===== src/rtl/aes_round_key_store.sv =====
// aes_round_key_store
//   Sits directly behind the AES-128 key expander. On an accepted start it
//   fires a one-cycle load into the expander, captures the eleven round keys
//   (RK0..RK10) that the expander presents on consecutive cycles, then serves
//   them through a registered random-access read port with one cycle latency.
//
// Ports
//   clk                 clock, all state updates on posedge
//   rst_n               asynchronous active-low reset
//   start, key          new-expansion request and cipher key (sampled when not busy)
//   exp_start, exp_key  load pulse and key to the expander (registered)
//   exp_w0..exp_w3      expander word outputs, exp_w0 is the most significant word
//   busy, ready         capture in progress / full schedule available
//   rd_en, rd_idx       read request and round-key index
//   rd_valid, rd_data   registered read response
//
// Build option
//   AES_RKS_DEC_ORDER_EN  defined: rd_idx k returns RK(10-k) (decryption order)
//                         undefined: rd_idx k returns RKk (encryption order)
//
// state | meaning
// IDLE  | no schedule held, waiting for start
// LOAD  | exp_start pulse to the expander
// CAPT  | writing slot cnt each cycle, 0..10
// DONE  | schedule complete, reads accepted, start re-keys

module aes_round_key_store (
  input  logic         clk,
  input  logic         rst_n,
  input  logic         start,
  input  logic [127:0] key,
  output logic         exp_start,
  output logic [127:0] exp_key,
  input  logic [31:0]  exp_w0,
  input  logic [31:0]  exp_w1,
  input  logic [31:0]  exp_w2,
  input  logic [31:0]  exp_w3,
  output logic         busy,
  output logic         ready,
  input  logic         rd_en,
  input  logic [3:0]   rd_idx,
  output logic         rd_valid,
  output logic [127:0] rd_data
);

  localparam logic [1:0] ST_IDLE = 2'd0;
  localparam logic [1:0] ST_LOAD = 2'd1;
  localparam logic [1:0] ST_CAPT = 2'd2;
  localparam logic [1:0] ST_DONE = 2'd3;
  localparam int         NUM_RK  = 11;
  localparam logic [3:0] LAST_RK = 4'd10;

  logic [1:0]   state;
  logic [3:0]   cnt;
  logic [127:0] slot_q [NUM_RK];
  logic [127:0] cap_word;
  logic         cap_en;
  logic [3:0]   rd_slot;
  logic         rd_in_range;
  logic [127:0] rd_word;
  logic         rd_accept;

  assign busy      = (state == ST_LOAD) || (state == ST_CAPT);
  assign ready     = (state == ST_DONE);
  assign cap_word  = {exp_w0, exp_w1, exp_w2, exp_w3};
  assign cap_en    = (state == ST_CAPT);
  assign rd_accept = rd_en && ready;

  always_ff @(posedge clk or negedge rst_n) begin
    if (!rst_n) begin
      state     <= ST_IDLE;
      cnt       <= 4'd0;
      exp_start <= 1'b0;
      exp_key   <= '0;
    end else begin
      exp_start <= 1'b0;
      case (state)
        ST_IDLE, ST_DONE: begin
          if (start) begin
            state     <= ST_LOAD;
            exp_start <= 1'b1;
            exp_key   <= key;
            cnt       <= 4'd0;
          end
        end
        ST_LOAD: begin
          state <= ST_CAPT;
        end
        ST_CAPT: begin
          // cnt stops at 10: the 11th write leaves the state instead of wrapping
          if (cnt == LAST_RK) begin
            state <= ST_DONE;
          end else begin
            cnt <= cnt + 4'd1;
          end
        end
        default: state <= ST_IDLE;
      endcase
    end
  end

  always_ff @(posedge clk or negedge rst_n) begin
    if (!rst_n) begin
      for (int i = 0; i < NUM_RK; i++) begin
        slot_q[i] <= '0;
      end
    end else begin
      for (int i = 0; i < NUM_RK; i++) begin
        if (cap_en && (cnt == 4'(i))) begin
          slot_q[i] <= cap_word;
        end
      end
    end
  end

`ifdef AES_RKS_DEC_ORDER_EN
  assign rd_slot = LAST_RK - rd_idx;
`else
  assign rd_slot = rd_idx;
`endif

  // range test uses the raw index so out-of-range reads give zero in both orders
  assign rd_in_range = (rd_idx <= LAST_RK);

  always_comb begin
    rd_word = '0;
    for (int i = 0; i < NUM_RK; i++) begin
      if (rd_slot == 4'(i)) begin
        rd_word = slot_q[i];
      end
    end
  end

  always_ff @(posedge clk or negedge rst_n) begin
    if (!rst_n) begin
      rd_valid <= 1'b0;
      rd_data  <= '0;
    end else begin
      rd_valid <= rd_accept;
      if (rd_accept) begin
        rd_data <= rd_in_range ? rd_word : '0;
      end
    end
  end

endmodule


===== config.mk =====
export PLATFORM = sky130hd
export DESIGN_NAME = aes_round_key_store
export DESIGN_NICKNAME = d
export VERILOG_FILES = /design/src/rtl/aes_round_key_store.sv
export SDC_FILE = /design/constraint.sdc
export NUM_CORES = 2
export LEC_CHECK = 0
export BUFFER_PORTS_ARGS = -buffer_cell sky130_fd_sc_hd__buf_2
export CAP_MARGIN = 10
export CORE_ASPECT_RATIO = 0.75
export CORE_UTILIZATION = 48
export DETAILED_ROUTE_END_ITERATION = 8
export GPL_TIMING_DRIVEN = 0
export HOLD_SLACK_MARGIN = 0.03
export PLACE_DENSITY = 0.66
export SETUP_SLACK_MARGIN = 0.5
export SYNTH_ARGS = -nofsm -noshare
export SYNTH_HDL_FRONTEND = slang
export SYNTH_SLANG_ARGS = --single-unit

===== constraint.sdc =====
create_clock -name clk -period 2.65 [get_ports clk]
set_clock_uncertainty 0.1 [all_clocks]
set_input_delay 0.3975 -clock clk [delete_from_list [all_inputs] [get_ports clk]]
set_output_delay 0.3975 -clock clk [all_outputs]
set_load 0.1 [all_outputs]

==> flow_metrics.tcl <==
set metrics [dict create \
    status "complete, but fails checks" \
    violations "negative hold slack, max-capacitance violations" \
    ant_nets 0 \
    setup_viol 0 \
    drive_gt1_share_pct 43.62 \
    worstSetupStartpointType "register" \
    synth_ff_type "dfrtp_1" \
    path_max_fanout 8 \
    routedWlPerCell_um 36.37 \
    power_w 0.09548 \
    rsz0062_at_grt "yes" \
    multi_input_comb_area_mm2 0.03229 \
    wl_met3_um 47580 \
    clk_path_buf_depth 3 \
    synth_warnings 0 \
    port_buffers 521 \
    die-area_mm2 0.1594 \
    drc_errors 0 \
    post-place-ws_ns -1.811 \
    synth_top_area_share_pct 55.23 \
    num_rows 125 \
    yosys-mux-area-fraction_pct 26.21 \
    powerDensity_mw_per_mm2 998.1 \
    grt_pass1_wl_um 446400 \
    nNetsFinal 7228 \
    syn-cell-area_mm2 0.07576 \
    synth_adder_area_share_pct 0.1156 \
    die_x_um 460.8 \
    core_area_mm2 0.1558 \
    clkTransAtPathRegs_ns 0.07 \
    via_per_inst 6.599 \
    grt_pass1_vias 57730 \
    slowest_stage "dfrtp_1" \
    finalHoldViolations 141 \
    synth_simple_gate_area_share_pct 4.069 \
    ys_top_cells_by_count "1672 x dfrtp_1, 1587 x mux2_2, 337 x clkbuf_1" \
    ys_ff_latch 1672 \
    r2r_slack_ns 0.25 \
    grt_overflow_total 0 \
    cts_buffers 168 \
    crit_chain "inv_2, ha_4, buf_6, inv_4, nor2_4, nand2_2, nor2_4, buf_6, clkbuf_16, buf_12, buf_12, mux2_2" \
    worst_pin_slew_ns 1.491 \
    cts_hold_buf 259 \
    fillers 12220 \
    synthMostInstantiatedCell "dfrtp_1" \
    grtUsageTotal_pct 40.26 \
    met1Wirelength_um 128900 \
    die_h_um 346.1 \
    synth_edf_count 0 \
    dp_hpwl_um 217600 \
    r2r-end "slot_q[1334]" \
    hp-class "input port to async pin" \
    synth_xor_area_share_pct 0 \
    maxCapViolCount 1 \
    synth_cells 5838 \
    clock-root-buffer "clkbuf_16" \
    criticalPathCategory "register to register" \
    antenna_found_initial 29 \
    vias 60740 \
    clk_latency_ns 0.85 \
    wl_met2_um 137900 \
    required_ns 3.27 \
    finalCritPeriodShare_pct 90.45 \
    ctsHtreeMaxLevel 4 \
    worst_slack_ns 0.2530 \
    fin_crit_ns 2.397 \
    syn_area_per_cell_um2 12.98 \
    finalInstanceArea_mm2 0.09566 \
    synth_top_family_by_area "multiplexers" \
    cts_num_sinks 1672 \
    r2r-start "state[0]" \
    pin_count 524 \
    power_leakage_nw 42.13 \
    place.gp.congestion 1.040 \
    synth_compound_area_share_pct 10.78 \
    fin_util_pct 61.41 \
    tritoncts "done" \
    synthArstFlopShare_pct 100.0 \
    area_growth_pct 26.26 \
    drv_slew 0 \
    highest_layer "met5" \
    reg2reg_depth 12 \
    seqCellArea_mm2 0.04185 \
    cp_num_buf_inv 7 \
    syn_nets 6109 \
    critical_path.top_delay_family "buffers and inverters" \
    dpl_cell_area_mm2 0.08165 \
    ir_drop_uv 1393 \
    fmax_ghz 0.4172 \
    holdWs_ns -0.6277 \
    grt_start_max_net_pins 174 \
    ys_seq_area_share_pct 55.23 \
    slew_headroom_pct 0.6023 \
    yosys.area.top_type "dfrtp_1" \
    crit_arrival_ns 3.01 \
    wirelength_um 334700 \
    ys_types 64 \
    end_kind "register" \
    firstDrtPassIters 6 \
    critPathMaxStageDelay_ns 0.41 \
    drt-initial-drc-count 8776 \
    initial_core_util_pct 48.64 \
    yosys-top-cells-area "dfrtp_1 55%, mux2_2 24%, o21ai_0 1.7%" \
]
[kinds of logic after synthesis]
logic type      Yosys count
compound gates         1197
fa+ha+maj                 7
buf+inv                 621
flops                  1672
mux                    1723
simple gates            618
[how the worst max path moves through the flow]
stage | startpoint | to | slack, ns | cells past startpoint
2_1_floorplan | state[0] | slot_q[48] | 0.45 | 7
3_3_place_gp | rst_n | slot_q[969] | -36.62 | 1
3_5_place_dp | rd_idx[3] | rd_data[38] | -1.81 | 9
4_1_cts | state[1] | busy | 0.25 | 3
5_1_grt | state[0] | slot_q[1163] | 0.23 | 12
6_report | state[0] | slot_q[1334] | 0.25 | 12
[worst register-to-register path: stages (launching register included)]
cell and delay [ns]:
dfrtp_1 0.41, inv_2 0.08, ha_4 0.16, buf_6 0.10
inv_4 0.03, nor2_4 0.14, nand2_2 0.10, nor2_4 0.11
buf_6 0.16, clkbuf_16 0.24, buf_12 0.15, buf_12 0.14
mux2_2 0.34
[registers in the layout, summed over array words and instances, names as in the netlist]
register and flops:
state 2, exp_start 1, exp_key 128, slot_q 1408, cnt 4, rd_valid 1
rd_data 128
[power by group]
group	internal (W)	switching, W
Combinational	0.0120	0.0241
Clock	0.0137	0.0108
Sequential	0.0311	0.00367
Total	0.0569	0.0386
[timing repair]
action / in CTS / in global routing
setup endpoints to repair: 1919 / 1885
setup buffers: 42 / 51
pin swaps: 12 / 21
cloned: 12 / 33
hold endpoints to repair: 358 / 95
resized for setup: 584 / 877
[cells in the final DEF (no fill, tap or decap), types with 50 or more instances in the layout]
cell type      netlist  routed
buf_2              194     440
mux4_2              50      50
nor2_1             125     113
nand2_1            198     186
nand2b_1           162     161
buf_6                6     143
a22oi_1            112     112
o22a_1              78      78
mux2_4               0     172
o21ai_1             52      54
dlygate4sd3_1        0     259
clkbuf_4             1     134
mux2i_1             86      86
mux2_2            1587    1415
buf_12               1      72
buf_4               23     134
clkbuf_1           337     232
clkbuf_2             0      53
clkbuf_16            0     211
o22ai_1             60      60
o21ai_0            253     242
a21oi_1            208     206
dfrtp_1           1672    1667
a2bb2oi_1           93      92
[per-layer routing]
metal  GRT usage, %  up-vias
met5              0        -
met4          21.23       20
met3          16.08      962
met2          55.73     4421
met1          53.96    31630
li1               -    23700
[cell type report]
type,instances,area share [%]
inverters,28,0.1321
repair buffers,948,8.826
clock inverters,53,0.6540
diodes,23,0.06017
clock buffers,246,5.051
multi-input cells,3546,33.75
flip-flops and latches,1672,43.74
well taps,2095,2.740
plain buffers,593,5.038
[per-stage QoR]
stage	std cells	setup TNS, ns
2_1_floorplan	5838	0
3_3_place_gp	8454	-
3_5_place_dp	8485	-950.95
4_1_cts	9097	0
5_1_grt	9185	0
6_report	9204	0
(Power assumes the default switching activity.)
